===== config.mk =====
export PLATFORM = sky130hd
export DESIGN_NAME = div_sequencer
export DESIGN_NICKNAME = d
export VERILOG_FILES = /design/src/rtl/div_sequencer_pkg.sv /design/src/rtl/div_datapath.sv /design/src/rtl/div_sequencer.sv
export SDC_FILE = /design/constraint.sdc
export NUM_CORES = 1
export LEC_CHECK = 0
export CAP_MARGIN = 15
export CORE_ASPECT_RATIO = 1.5
export CORE_MARGIN = 2
export CORE_UTILIZATION = 25
export CTS_CLUSTER_DIAMETER = 120
export DETAILED_ROUTE_END_ITERATION = 10
export PLACE_DENSITY = 0.39
export SETUP_SLACK_MARGIN = 0.1
export SLEW_MARGIN = 40
export SYNTH_ARGS = -nofsm -noshare
export SYNTH_HDL_FRONTEND = slang
export SYNTH_SLANG_ARGS = --single-unit

===== constraint.sdc =====
create_clock -name clk -period 5.45 [get_ports clk]
set_clock_uncertainty 0.1 [all_clocks]
set_input_delay 1.09 -clock clk [delete_from_list [all_inputs] [get_ports clk]]
set_output_delay 1.09 -clock clk [all_outputs]
set_load 0.01 [all_outputs]

===== src/rtl/div_sequencer_pkg.sv =====
// Shared control-path types for the divide unit: the divide opcode and the
// compute-result source select that routes the divider output into ComputeResult_C.
`ifndef XLEN
`define XLEN 32
`endif

package HighLevelControl;

   typedef enum logic [1:0] {
      DIV  = 2'd0,
      DIVU = 2'd1,
      REM  = 2'd2,
      REMU = 2'd3
   } divOp;

   typedef enum logic [1:0] {
      AluResult   = 2'd0,
      ShiftResult = 2'd1,
      MulResult   = 2'd2,
      DivResult   = 2'd3
   } computeSrc;

   function automatic logic is_signed_op(input divOp op);
      return (op == DIV) || (op == REM);
   endfunction

   function automatic logic is_rem_op(input divOp op);
      return (op == REM) || (op == REMU);
   endfunction

endpackage


===== src/rtl/div_datapath.sv =====
// Restoring shift-subtract divider on operand magnitudes; result_o is the
// sign-corrected quotient or remainder after the iteration performed this cycle.
`ifndef XLEN
`define XLEN 32
`endif

module div_datapath
   import HighLevelControl::*;
#(
   parameter int XLEN = `XLEN
) (
   input  logic            clk,
   input  logic            reset,
   input  logic            load,
   input  logic            step,
   input  divOp            op_i,
   input  logic [XLEN-1:0] dividend_i,
   input  logic [XLEN-1:0] divisor_i,
   output logic [XLEN-1:0] result_o
);

   logic [XLEN-1:0] rem_q, rem_d, quo_q, quo_d, dvsr_q, dvsr_d;
   logic            neg_quo_q, neg_quo_d, neg_rem_q, neg_rem_d, is_rem_q, is_rem_d;
   logic [XLEN-1:0] rem_step, quo_step;
   logic [XLEN:0]   partial, diff;
   logic            neg_a, neg_b;

   always_comb begin
      partial = {rem_q, quo_q[XLEN-1]};
      diff    = partial - {1'b0, dvsr_q};
      // Bit XLEN of the difference is set exactly when the trial subtract underflows.
      if (!diff[XLEN]) begin
         rem_step = diff[XLEN-1:0];
         quo_step = {quo_q[XLEN-2:0], 1'b1};
      end else begin
         rem_step = partial[XLEN-1:0];
         quo_step = {quo_q[XLEN-2:0], 1'b0};
      end
      if (is_rem_q) begin
         result_o = neg_rem_q ? (~rem_step + 1'b1) : rem_step;
      end else begin
         result_o = neg_quo_q ? (~quo_step + 1'b1) : quo_step;
      end
   end

   always_comb begin
      neg_a     = is_signed_op(op_i) && dividend_i[XLEN-1];
      neg_b     = is_signed_op(op_i) && divisor_i[XLEN-1];
      rem_d     = rem_q;
      quo_d     = quo_q;
      dvsr_d    = dvsr_q;
      neg_quo_d = neg_quo_q;
      neg_rem_d = neg_rem_q;
      is_rem_d  = is_rem_q;
      if (load) begin
         rem_d     = '0;
         quo_d     = neg_a ? (~dividend_i + 1'b1) : dividend_i;
         dvsr_d    = neg_b ? (~divisor_i + 1'b1) : divisor_i;
         neg_quo_d = neg_a ^ neg_b;
         neg_rem_d = neg_a;
         is_rem_d  = is_rem_op(op_i);
      end else if (step) begin
         rem_d = rem_step;
         quo_d = quo_step;
      end
   end

   always_ff @(posedge clk) begin
      if (reset) begin
         rem_q     <= '0;
         quo_q     <= '0;
         dvsr_q    <= '0;
         neg_quo_q <= 1'b0;
         neg_rem_q <= 1'b0;
         is_rem_q  <= 1'b0;
      end else begin
         rem_q     <= rem_d;
         quo_q     <= quo_d;
         dvsr_q    <= dvsr_d;
         neg_quo_q <= neg_quo_d;
         neg_rem_q <= neg_rem_d;
         is_rem_q  <= is_rem_d;
      end
   end

endmodule


===== src/rtl/div_sequencer.sv =====
// C-stage divide sequencer: FSM, iteration counter, divide-by-zero / signed
// overflow fast path and pipeline stall generation around div_datapath.
`ifndef XLEN
`define XLEN 32
`endif

module div_sequencer
   import HighLevelControl::*;
#(
   parameter int XLEN = `XLEN
) (
   input  logic            clk,
   input  logic            reset,
   input  logic            Start_C,
   input  divOp            DivOp_C,
   input  logic [XLEN-1:0] OperandA_C,
   input  logic [XLEN-1:0] OperandB_C,
   input  logic            Advance_C,
   input  logic            Flush_C,
   output logic            Stall_C,
   output logic [XLEN-1:0] Result_C,
   output logic            ResultValid_C
);

   localparam int CW = $clog2(XLEN) + 1;
   localparam logic [CW-1:0] CNT_INIT = CW'(XLEN - 1);

   typedef enum logic [1:0] {IDLE, BUSY, DONE} state_t;

   state_t          state_q, state_d;
   logic [CW-1:0]   count_q, count_d;
   logic [XLEN-1:0] result_q, result_d;
   logic [XLEN-1:0] fast_result, dp_result;
   logic            load, step, div_zero, overflow;

   always_comb begin
      div_zero = (OperandB_C == '0);
      overflow = is_signed_op(DivOp_C) && (OperandB_C == '1) &&
                 (OperandA_C == {1'b1, {(XLEN-1){1'b0}}});
      if (div_zero) begin
         fast_result = is_rem_op(DivOp_C) ? OperandA_C : '1;
      end else begin
         fast_result = is_rem_op(DivOp_C) ? '0 : OperandA_C;
      end
   end

   // Reset and flush both suppress stall/valid in the cycle they are seen.
   always_comb begin
      state_d       = state_q;
      count_d       = count_q;
      result_d      = result_q;
      load          = 1'b0;
      step          = 1'b0;
      Stall_C       = 1'b0;
      ResultValid_C = 1'b0;
      if (reset) begin
         state_d = IDLE;
      end else if (Flush_C) begin
         state_d = IDLE;
      end else begin
         case (state_q)
            IDLE: begin
               if (Start_C) begin
                  Stall_C = 1'b1;
                  load    = 1'b1;
                  if (div_zero || overflow) begin
                     result_d = fast_result;
                     state_d  = DONE;
                  end else begin
                     count_d = CNT_INIT;
                     state_d = BUSY;
                  end
               end
            end
            BUSY: begin
               Stall_C = 1'b1;
               step    = 1'b1;
               if (count_q == '0) begin
                  result_d = dp_result;
                  state_d  = DONE;
               end else begin
                  count_d = count_q - 1'b1;
               end
            end
            DONE: begin
               ResultValid_C = 1'b1;
               if (Advance_C) state_d = IDLE;
            end
            default: state_d = IDLE;
         endcase
      end
   end

   always_ff @(posedge clk) begin
      if (reset) begin
         state_q  <= IDLE;
         count_q  <= '0;
         result_q <= '0;
      end else begin
         state_q  <= state_d;
         count_q  <= count_d;
         result_q <= result_d;
      end
   end

   assign Result_C = result_q;

   div_datapath #(.XLEN(XLEN)) u_datapath (
      .clk        (clk),
      .reset      (reset),
      .load       (load),
      .step       (step),
      .op_i       (DivOp_C),
      .dividend_i (OperandA_C),
      .divisor_i  (OperandB_C),
      .result_o   (dp_result)
   );

endmodule


# Yosys cells after proc, flatten, opt, wreduce, memory -nomap -nowiden
# Index checks and enable logic that the tools add are counted.
# totals
register_bits	139
latch_bits	0
ramBits	0
romBits	0
output_inout_bits	34
elab_cells	89
memories	0
# op_classes
n_addsub	6
n_mul	0
n_div	0
order_cmp	0
eq_ne	12
shifts	0
n_mux	38
bitwise_logic	6
n_reduce_logical	18
# op_table
cell	n
32-bit two-way mux	14
32-bit by 1-bit adder with 32-bit output (second input constant)	4
32-bit NOT	4
32-bit == test (second input constant)	2
32-bit case mux with 2 select lines	1
33-bit by 32-bit subtractor with 33-bit output	1
32-bit zero test	1
6-bit two-way mux	3
1-bit two-way mux	13
2-bit inequality test (second input constant)	6
6-bit case mux with 2 select lines	1
5-bit AND reduction	2
2-bit two-way mux	4
2-bit == test (second input constant)	3
6-bit zero test	1
2-bit case mux with 3 select lines	1
6-bit by 1-bit subtractor with 6-bit output (second input constant)	1
1-bit logical AND	4
2-bit zero test	2
2-bit nonzero test	2
2-bit OR reduction	2
1-bit logical OR	3
3-bit AND reduction	1
2-bit by 1-bit == test with 1-bit output (second input constant)	1
3 further kinds	3

# Depth between registers and ports, before layout
# Gate-level depths: netlist of the first run.
# logic_depth
ltp_word	8
ltp_mapped	26
ltp_nobuf	23

# Cells and area by module
# A second synthesis of the first run with hierarchy kept.
# hier_totals
cells_unflattened	1592
hier_area_um2	11831.3
# by_module_without_submodules
mod	instances	cells_per_inst	area_each_um2	seq_area_each_um2
div_datapath	1	1301	9502.9	1981.9
div_sequencer	1	291	2328.5	800.8

# Worst setup path after synthesis of the first run
# No wires, ideal clock.
# synth_path
path_type	register -> register
from	register u_datapath.quo_q[31]
to	register result_q[28] (netlist: Result_C[28])
setup_time_ns	0.070
arrival_time_ns	4.634
t_required_ns	5.280
path_slack_ns	0.646
path_stages_with_launch	24
path_buffers	3
period_less_slack_ns	4.804
cell_sequence	dfxtp_1 inv_1 ha_1 fa_1 nor2b_1 o31ai_1 a211o_1 a21bo_2 a21boi_4 nor2_8 inv_4 buf_8 buf_2 buf_2 o21ai_0 inv_1 ha_1 nand3_1 or2_2 mux2_2 a2111oi_1 nand4_1 o311a_1 o21ai_1
# synth_via
elab_chain_cells	8
elab_cells_between_ends	12
# synth_rtl
item	line	rtl
from (decl)	div_datapath.sv:22	logic [XLEN-1:0] rem_q, rem_d, quo_q, quo_d, dvsr_q, dvsr_d;
from (signal assigned)	div_datapath.sv:78	quo_q <= quo_d;
33-bit by 32-bit subtractor with 33-bit output	div_datapath.sv:30	diff = partial - {1'b0, dvsr_q};
1-bit two-way mux / 32-bit two-way mux (equally long branches)	div_datapath.sv:32	if (!diff[XLEN]) begin
32-bit NOT (on tied branches)	div_datapath.sv:42, div_datapath.sv:40	
32-bit by 1-bit adder with 32-bit output (on tied branches)	div_datapath.sv:42, div_datapath.sv:40	
32-bit two-way mux (on tied branches)	div_datapath.sv:42, div_datapath.sv:40	
32-bit two-way mux (*)	div_datapath.sv:39	if (is_rem_q) begin
32-bit two-way mux (*)	div_sequencer.sv:78	if (count_q == '0) begin
32-bit case mux with 2 select lines (*)	div_sequencer.sv:61	case (state_q)
to (signal assigned)	div_sequencer.sv:102	result_q <= result_d;
to (decl)	div_sequencer.sv:32	logic [XLEN-1:0] result_q, result_d;
# Mark *: on every way between the ends. The rest lies on a longest branch, timed or not. The select of a mux whose other input is x is not followed.
# A chain may end at the register's enable or synchronous reset.

# Worst setup path in the final report of the first run
# layout_path
from	register u_datapath.quo_q[31]
to	register result_q[30] (netlist: Result_C[30])
# Same word-level chain as after synthesis.

==> results of run 1 <==
## cell families after synthesis
kind of cell | Yosys count
AND/OR/NAND/NOR | 593
buffers and inverters | 159
adder cells (fa/ha/maj) | 58
flip-flops | 139
multiplexers | 29
XOR/XNOR | 121
AO/OA/AOI/OAI | 499
## state kept, by name (all words and copies together), names as in the netlist
| name | flops |
|---|---|
| state_q | 2 |
| u_datapath.neg_quo_q | 1 |
| Result_C | 32 |
| u_datapath.neg_rem_q | 1 |
| count_q | 6 |
| u_datapath.is_rem_q | 1 |
| u_datapath.rem_q | 32 |
| u_datapath.dvsr_q | 32 |
| u_datapath.quo_q | 32 |
## cell usage in the layout, fill, tap and decap left out, types with 20 or more instances in the layout
master	netlist	layout
nor2_1	222	221
dfxtp_1	139	138
nand2_1	131	131
a21oi_1	109	109
clkdlybuf4s50_1	0	103
o21ai_0	96	94
a211oi_1	66	66
xor2_1	61	61
xnor2_1	60	60
inv_1	57	57
buf_4	1	46
nor3_1	42	40
ha_1	38	38
or3_1	29	29
a222oi_1	29	29
nand3_1	26	26
o31ai_1	26	25
a31oi_1	21	21
mux2i_1	21	21
nand4_1	20	20
## stage by stage
step	hold slack, ps	setup slack [ps]
after global routing	383.7	48.33
after CTS	351.5	267.6
after floorplan	331.9	646.3
after detailed placement	341.6	332.5
after global placement	337.9	484.2
final	349.4	329.0
## cell type report
type	instances	area, µm²	area share
sequential	139	2784	0.1966
clock inverter	12	140.1	0.009897
multi-input combinational	1300	8427	0.5952
clock buffer	19	452.9	0.03199
tap	594	743.2	0.05249
timing repair buffer	150	1388	0.09800
inverter	59	224.0	0.01582
## worst max path at each step
| stage | depth (start not counted) | endpoint | startpoint | slack (ps) |
|---|---|---|---|---|
| 4_1_cts | 20 | Result_C[28]$_SDFFE_PP0P_ | u_datapath.quo_q[31]$_SDFFE_PP0P_ | 270 |
| 5_1_grt | 22 | Result_C[30]$_SDFFE_PP0P_ | u_datapath.quo_q[31]$_SDFFE_PP0P_ | 50 |
| 6_report | 21 | Result_C[30]$_SDFFE_PP0P_ | u_datapath.quo_q[31]$_SDFFE_PP0P_ | 330 |
| 2_1_floorplan | 23 | Result_C[28]$_SDFFE_PP0P_ | u_datapath.quo_q[31]$_SDFFE_PP0P_ | 650 |
| 3_5_place_dp | 20 | Result_C[28]$_SDFFE_PP0P_ | u_datapath.quo_q[31]$_SDFFE_PP0P_ | 330 |
| 3_3_place_gp | 22 | Result_C[26]$_SDFFE_PP0P_ | u_datapath.quo_q[31]$_SDFFE_PP0P_ | 480 |
## critical path: stages, from the launching register on
cell and delay, ps:
dfxtp_1 390, inv_1 70, ha_1 210, fa_1 420, nor2b_1 230, o31ai_1 150, a211o_1 370, a21bo_2 250
a21boi_4 290, nor2_8 70, inv_4 180, nor2_1 70, a21oi_1 180, ha_1 210, buf_4 140, nand3_1 130
o311ai_1 470, nand4_1 230, o31ai_1 300, xor2_1 130, a221oi_1 310, nor4_2 70
## metal layers
layer / global-route usage / vias to the layer above / routed length (µm) / share of wire
li1: - / 6077 / - / -
met5: 0 / - / 0 / 0
met4: 0.1018 / 0 / 2421 / 0.046
met3: 0.01915 / 69 / 1132 / 0.022
met1: 0.2242 / 6007 / 20130 / 0.39
met2: 0.4137 / 247 / 28440 / 0.55
## power breakdown
group	leakage, nW	switching (W)	internal [W]
clock network	0.288	0.000534	0.000701
registers	1.13	0.0000488	0.00106
logic	3.60	0.000765	0.000436
total	5.02	0.00135	0.00220
## repair_timing
item | in CTS | in global routing
gates resized for setup | 0 | 4
hold buffers | 0 | 0
setup endpoints to repair | 0 | 7
==> impl_metrics.ini, run 1 <==
[detailed_routing]
final_antenna_net_count = 0
routed_wl_um = 52130
drc = 0
drtPass1Iterations = 6
routedWlPerCell_um = 22.94
dr_total_vias = 12400
detail_route.iter0.violations = 861
drt-vias-per-instance = 5.455

[min_path]
hold_path_class = reg -> reg
min_to = Result_C[19]$_SDFFE_PP0P_
hp-start = Result_C[19]$_SDFFE_PP0P_
hold_depth = 2

[synthesis]
synth_ff_type = dfxtp_1
ys_ff_latch = 139
synthAdderAreaFrac = 0.05798
synth.most_common_cell = nor2_1
synthSimpleGateAreaFrac = 0.2427
yosysSeqAreaShare = 0.2353
synth_xor_area_frac = 0.08962
yosysUniqueCellTypes = 102
ys.warnings.count = 0
synth.net_count = 1708
yosysTopAreaCell = dfxtp_1
synth_edf_count = 0
yosys-top-cells-count = nor2_1, dfxtp_1, nand2_1
yosys.area.top_type_share = 0.2353
synthMuxAreaShare = 0.02539
synth_top_family_by_area = compound AO/OA/AOI/OAI gates
ys_async_sr_fraction = 0
mappedNetlistArea_um2 = 11830
netlist_instances = 1598
synth.avg_cell_area_um2 = 7.400
synth_compound_area_frac = 0.2936
synthTopCellsByArea = dfxtp_1, nor2_1, a21oi_1

[clock_network]
htree_levels = 4
cts.clk_slew.worst_paths_ps = 70
cts-buffers-inserted = 17
clk_latency_ps = 460
tritoncts = built
cts-root-buf = clkbuf_16
postCtsSetupRepairBufs = 0
cts.path.max_buffers = 2
cts.sink_count = 139

[floorplan]
start_util = 0.2531
design.core.area_um2 = 46730
rows = 97
pin_count = 105
die_area_um2 = 49090
die_h_um = 270.4
die_w_um = 181.6

[finish]
insertedDiodeCount = 0
nets = 1777
drive_above_1_share = 0.07504
stdcell_count = 2273
fillers = 5091
syn_to_final_growth_pct = 19.73
utilization = 0.3030
fin_area_um2 = 14160

[power]
p_total_w = 0.003545
power.static_leakage_nw = 5.024
ir_drop_mv = 0.1455
power.density_nw_per_um2 = 250.3

[sta]
fin_crit_sh = 0.9396
maxSlewViolCount = 0
max_freq_mhz = 195.3
rsz0062_at_grt = true
finalHoldViolCount = 0
tightestPinTransition_ps = 842.7
min_period_ps = 5121
tns_ps = 0
slew_headroom = 0.4368
setup_viol = 0

[global_routing]
grt_max_degree = 86
antenna_found_initial = 0
grt-ovfl-total = 0
grt_pass1_wl_um = 78790
grt_pass1_vias = 12410
grtUsageTotal = 0.2118

[setup_path]
critPathKind = reg -> reg
crit_arrival_ps = 5330
cp.required_ps = 5660
rrSetupSlack_ps = 330
r2r-start = u_datapath.quo_q[31]$_SDFFE_PP0P_
endpoint_kind = flop
r2r_end = Result_C[30]$_SDFFE_PP0P_
reg2reg_depth = 21
startpoint_type = flop
path_max_fanout = 20

[place]
hpwl_um = 41510
placed_cells = 2242
place_congestion = 0.8712
portBuffers = 104
postPlaceCellArea_um2 = 13550

[outcome]
outcome = complete, no violations

[flow_run]
drv_cap = 0
(Power assumes the default switching activity.)
==> run 2: changes to the inputs <==
--- a/config.mk
+++ b/config.mk
@@ -6,12 +6,14 @@
 export NUM_CORES = 1
 export LEC_CHECK = 0
 export CAP_MARGIN = 15
+export CELL_PAD_IN_SITES_DETAIL_PLACEMENT = 0
+export CELL_PAD_IN_SITES_GLOBAL_PLACEMENT = 1
 export CORE_ASPECT_RATIO = 1.5
 export CORE_MARGIN = 2
 export CORE_UTILIZATION = 25
 export CTS_CLUSTER_DIAMETER = 120
 export DETAILED_ROUTE_END_ITERATION = 10
-export PLACE_DENSITY = 0.39
+export PLACE_DENSITY = 0.5
 export SETUP_SLACK_MARGIN = 0.1
 export SLEW_MARGIN = 40
 export SYNTH_ARGS = -nofsm -noshare
==> run 2 against run 1 <==
Effect of this change:
- sequential share of layout area decreased by 0.095 points
- die area unchanged
- worst hold slack got worse by 4.8 ps
- sequential cell count stayed put
- largest cell class unchanged
- largest power group unchanged
==> impl_metrics.ini, run 2 (synthesized netlist as in run 1, its figures left out) <==
[place]
placed_cells = 2242
pre_cts_slack_ps = 22.24
place_congestion = 0.8636
portBuffers = 104
hpwl_um = 41460
postPlaceCellArea_um2 = 13560

[finish]
nets = 1779
insertedDiodeCount = 0
drive_above_1_share = 0.07683
final_cell_mix = nor2_1, dfxtp_1, nand2_1, a21oi_1, clkdlybuf4s50_1
fin_area_um2 = 14230
final_common_cell = nor2_1
syn_to_final_growth_pct = 20.32
utilization = 0.3045
fillers = 5061
stdcell_count = 2273

[setup_path]
r2r_end = Result_C[28]$_SDFFE_PP0P_
path_max_fanout = 7
startpoint_type = flop
path_cells = inv_1, ha_1, fa_1, nor2b_2, o31ai_2, a211o_1, a21bo_2, a21boi_4, nor2_8, inv_4, nor2_1, a21oi_1, ha_2, nand3_1, or2_2, mux2_2, a2111oi_4, buf_4, nand4_1, o311a_1, o21ai_1
crit_arrival_ps = 5240
rrSetupSlack_ps = 490
crit_path_start = u_datapath.quo_q[31]$_SDFFE_PP0P_
cp.required_ps = 5730
endpoint_kind = flop
r2r-start = u_datapath.quo_q[31]$_SDFFE_PP0P_
critPathKind = reg -> reg
crit_slowest_cell = fa_1
crit_end = Result_C[28]$_SDFFE_PP0P_
slowest_delay_ps = 440
reg2reg_depth = 21

[sta]
tightestPinTransition_ps = 819.2
maxSlewViolCount = 0
finalHoldViolCount = 0
rsz0062_at_grt = false
slew_headroom = 0.4519
max_freq_mhz = 201.8
fin_crit_sh = 0.9093
tns_ps = 0
min_period_ps = 4956
setup_viol = 0
fin_ws_ps = 494.3

[global_routing]
grtUsageTotal = 0.2124
grt_pass1_vias = 12400
grt_max_degree = 86
grt-ovfl-total = 0
antenna_found_initial = 0
grt_pass1_wl_um = 79070

[power]
p_int_w = 0.002276
power.density_nw_per_um2 = 253.1
p_comb_frac = 0.338
power.static_leakage_nw = 5.057
switching_share = 0.3680
seqPwrFrac = 0.307
clkPwrFrac = 0.355
ir_drop_mv = 0.1659
p_switching_w = 0.001325

[detailed_routing]
routedWlPerCell_um = 23.05
detail_route.iter0.violations = 788
drc = 0
dr_total_vias = 12400
final_antenna_net_count = 0
drt-vias-per-instance = 5.457
drtPass1Iterations = 6
routed_wl_um = 52390

[min_path]
hold_depth = 2
hold_path_class = reg -> reg

[floorplan]
die_h_um = 270.4
die_w_um = 181.6
die_area_um2 = 49090
design.core.area_um2 = 46730
rows = 97
pin_count = 105
start_util = 0.2531

[clock_network]
cts.clk_slew.worst_paths_ps = 60
postCtsHoldBufs = 0
tritoncts = built
cts.path.max_buffers = 2
htree_levels = 4
cts.sink_count = 139
clk_latency_ps = 450
cts-buffers-inserted = 17
cts-root-buf = clkbuf_16

[outcome]
outcome = complete, no violations

[flow_run]
drv_cap = 0
[run 2: critical path, delay by kind of cell (launching register included)]
family,cells,cell delay (ps)
AO/OA/AOI/OAI,8,1930
AND/OR/NAND/NOR,6,900
flip-flops,1,370
multiplexers,1,320
adder cells (fa/ha/maj),3,950
buffers and inverters,3,310
[run 2: stage by stage]
stage	hold slack [ps]	total power (W)
final	344.7	0.003601
after global routing	369.2	0.003777
after CTS	350.1	0.003623
after global placement	335.5	0.002332
after detailed placement	342.1	0.002329
after floorplan	331.9	0.001887
[run 2: power groups by stage]
stage / clock, W / combinational [W] / sequential, W
2_1_floorplan: 0 / 0.000774 / 0.00111
3_3_place_gp: 0 / 0.00120 / 0.00113
3_5_place_dp: 0 / 0.00120 / 0.00113
4_1_cts: 0.00131 / 0.00121 / 0.00111
5_1_grt: 0.00134 / 0.00132 / 0.00111
6_report: 0.00128 / 0.00122 / 0.00111
[run 2: layout make-up]
type,count,area (µm²),share of cell area
inverters,59,224.0,0.01574
multi-input cells,1300,8454,0.5942
well taps,594,743.2,0.05224
clock inverters,10,167.7,0.01178
flip-flops and latches,139,2784,0.1957
repair buffers,152,1411,0.09920
clock buffers,19,442.9,0.03113
[run 2: worst min-delay path by stage]
stage | start | endpoint
2_1_floorplan | u_datapath.dvsr_q[30]$_SDFFE_PP0P_ | u_datapath.dvsr_q[30]$_SDFFE_PP0P_
3_3_place_gp | Result_C[13]$_SDFFE_PP0P_ | Result_C[13]$_SDFFE_PP0P_
3_5_place_dp | Result_C[15]$_SDFFE_PP0P_ | Result_C[15]$_SDFFE_PP0P_
4_1_cts | Result_C[15]$_SDFFE_PP0P_ | Result_C[15]$_SDFFE_PP0P_
5_1_grt | Result_C[13]$_SDFFE_PP0P_ | Result_C[13]$_SDFFE_PP0P_
6_report | Result_C[15]$_SDFFE_PP0P_ | Result_C[15]$_SDFFE_PP0P_
[run 2: timing repair]
action	CTS	global route
setup endpoints to repair	1	10
pin swaps	0	3
gates resized for setup	1	7
setup buffers	0	2
hold endpoints to repair	0	0
cloned	0	0
[run 2: layer usage]
metal	up-vias	routed length (µm)	part of all wire	track usage
li1	6087	-	-	-
met1	6009	20570	0.39	0.2294
met5	-	0	0	0
met4	0	2012	0.038	0.08130
met2	249	28660	0.55	0.4192
met3	59	1140	0.022	0.01942
==> run 3: changes to the inputs <==
--- a/config.mk
+++ b/config.mk
@@ -10,11 +10,12 @@
 export CELL_PAD_IN_SITES_GLOBAL_PLACEMENT = 1
 export CORE_ASPECT_RATIO = 1.5
 export CORE_MARGIN = 2
-export CORE_UTILIZATION = 25
+export CORE_UTILIZATION = 30
 export CTS_CLUSTER_DIAMETER = 120
 export DETAILED_ROUTE_END_ITERATION = 10
-export PLACE_DENSITY = 0.5
+export PLACE_DENSITY = 0.58
 export SETUP_SLACK_MARGIN = 0.1
+export SKIP_CTS_REPAIR_TIMING = 1
 export SLEW_MARGIN = 40
 export SYNTH_ARGS = -nofsm -noshare
 export SYNTH_HDL_FRONTEND = slang
==> run 3 against run 2 <==
Effect of this change:
- worst hold slack about the same
- first-iteration DRC count down 4.3%
- highest routed layer unchanged
- clock-buffer cell count unchanged
- non-clock buffer count is 10 lower
==> impl_metrics.ini, run 3 (synthesized netlist as in run 1, its figures left out) <==
[detailed_routing]
drc = 0
drtPass1Iterations = 6
drt-vias-per-instance = 5.660
final_antenna_net_count = 0
dr_total_vias = 12290
routed_wl_um = 48600
routedWlPerCell_um = 22.38
detail_route.iter0.violations = 754

[place]
hpwl_um = 38400
place_congestion = 0.8932
portBuffers = 104

[finish]
drive_above_1_share = 0.07177
final_common_cell = nor2_1
nets = 1769
final_cell_mix = nor2_1, dfxtp_1, nand2_1, a21oi_1, clkdlybuf4s50_1
insertedDiodeCount = 0
syn_to_final_growth_pct = 18.68
seqCellArea_um2 = 2784
fillers = 4172
multiInputGateArea_um2 = 8429

[sta]
slew_headroom = 0.4499
max_freq_mhz = 200.1
setup_viol = 0
finalHoldViolCount = 0
tightestPinTransition_ps = 822.1
tns_ps = 0
maxSlewViolCount = 0
rsz0062_at_grt = false
fin_hold_ws_ps = 344.6
min_period_ps = 4998
fin_crit_sh = 0.9171

[floorplan]
die_w_um = 166.1
design.core.area_um2 = 39090
die_area_um2 = 41050
rows = 89
die_h_um = 247.2
start_util = 0.3025
pin_count = 105

[power]
p_int_w = 0.002286
switching_share = 0.3649
p_switching_w = 0.001314
power.density_nw_per_um2 = 256.5
p_comb_frac = 0.328
clkPwrFrac = 0.364
power.static_leakage_nw = 5.004
seqPwrFrac = 0.308
ir_drop_mv = 0.2330

[global_routing]
grtUsageTotal = 0.2353
grt_max_degree = 86
grt_pass1_vias = 12120
grt_pass1_wl_um = 74040
grt-ovfl-total = 0
antenna_found_initial = 0

[clock_network]
cts.path.max_buffers = 2
clk_latency_ps = 450
tritoncts = built
htree_levels = 4
cts.clk_slew.worst_paths_ps = 60
cts-root-buf = clkbuf_16
cts.sink_count = 139
cts-buffers-inserted = 17

[outcome]
outcome = complete, no violations

[setup_path]
cp.required_ps = 5730
path_max_fanout = 8
rrSetupSlack_ps = 450
reg2reg_depth = 20
critPathKind = reg -> reg
crit_arrival_ps = 5280
endpoint_kind = flop
startpoint_type = flop

[min_path]
hold_depth = 2
hold_path_class = reg -> reg

[flow_run]
drv_cap = 0
-- run 3: worst paths after layout --
kind                                startpoint                   endpoint
max          u_datapath.quo_q[31]$_SDFFE_PP0P_  Result_C[28]$_SDFFE_PP0P_
min reg2reg          Result_C[13]$_SDFFE_PP0P_  Result_C[13]$_SDFFE_PP0P_
min                  Result_C[13]$_SDFFE_PP0P_  Result_C[13]$_SDFFE_PP0P_
max reg2reg  u_datapath.quo_q[31]$_SDFFE_PP0P_  Result_C[28]$_SDFFE_PP0P_
-- run 3: layer usage --
| metal | share of wire | vias up | global-route usage |
|---|---|---|---|
| met5 | 0 | - | 0 |
| met4 | 0.068 | 0 | 0.1496 |
| met3 | 0.026 | 93 | 0.02753 |
| met2 | 0.51 | 277 | 0.4347 |
| met1 | 0.40 | 5844 | 0.2543 |
| li1 | - | 6080 | - |
-- run 3: per-stage QoR --
stage / area, µm² / total power [W] / setup slack (ps) / cells / util
CTS: 14010 / 0.003618 / 159.8 / 2172 / 0.3586
global route: 14030 / 0.003777 / 126.4 / 2172 / 0.3590
finish: 14030 / 0.003600 / 452.0 / 2172 / 0.3590
global placement: 13360 / 0.002300 / 332.7 / 2140 / 0.3418
floorplan: 11830 / 0.001887 / 646.3 / 1598 / -
detailed placement: 13370 / 0.002300 / 208.9 / 2140 / 0.3421
-- run 3: final cells by class --
cell class	count	share of cell area
multi-input cells	1300	0.6007
flip-flops and latches	139	0.1984
repair buffers	142	0.09460
well taps	500	0.04458
clock buffers	19	0.03228
inverters	59	0.01596
clock inverters	13	0.01355
-- run 3: power by group through the flow --
stage | logic (W) | clock network, W | registers (W)
after floorplan | 0.000774 | 0 | 0.00111
after global placement | 0.00117 | 0 | 0.00113
after detailed placement | 0.00117 | 0 | 0.00113
after CTS | 0.00118 | 0.00133 | 0.00111
after global routing | 0.00129 | 0.00137 | 0.00111
final | 0.00118 | 0.00131 | 0.00111
-- run 3: critical path, stage by stage, from the launching register on --
cell and delay [ps]:
dfxtp_1 400, inv_1 60, ha_1 220, fa_1 430, nor2b_2 190, o31ai_2 110, a211o_1 370, a21bo_2 250
a21boi_4 300, nor2_8 80, inv_4 100, nor2_1 40, a21oi_1 180, ha_1 250, nand3_1 120, or2_2 300
mux2_2 300, a2111oi_2 450, nand4_1 230, o311a_1 330, o21ai_1 110
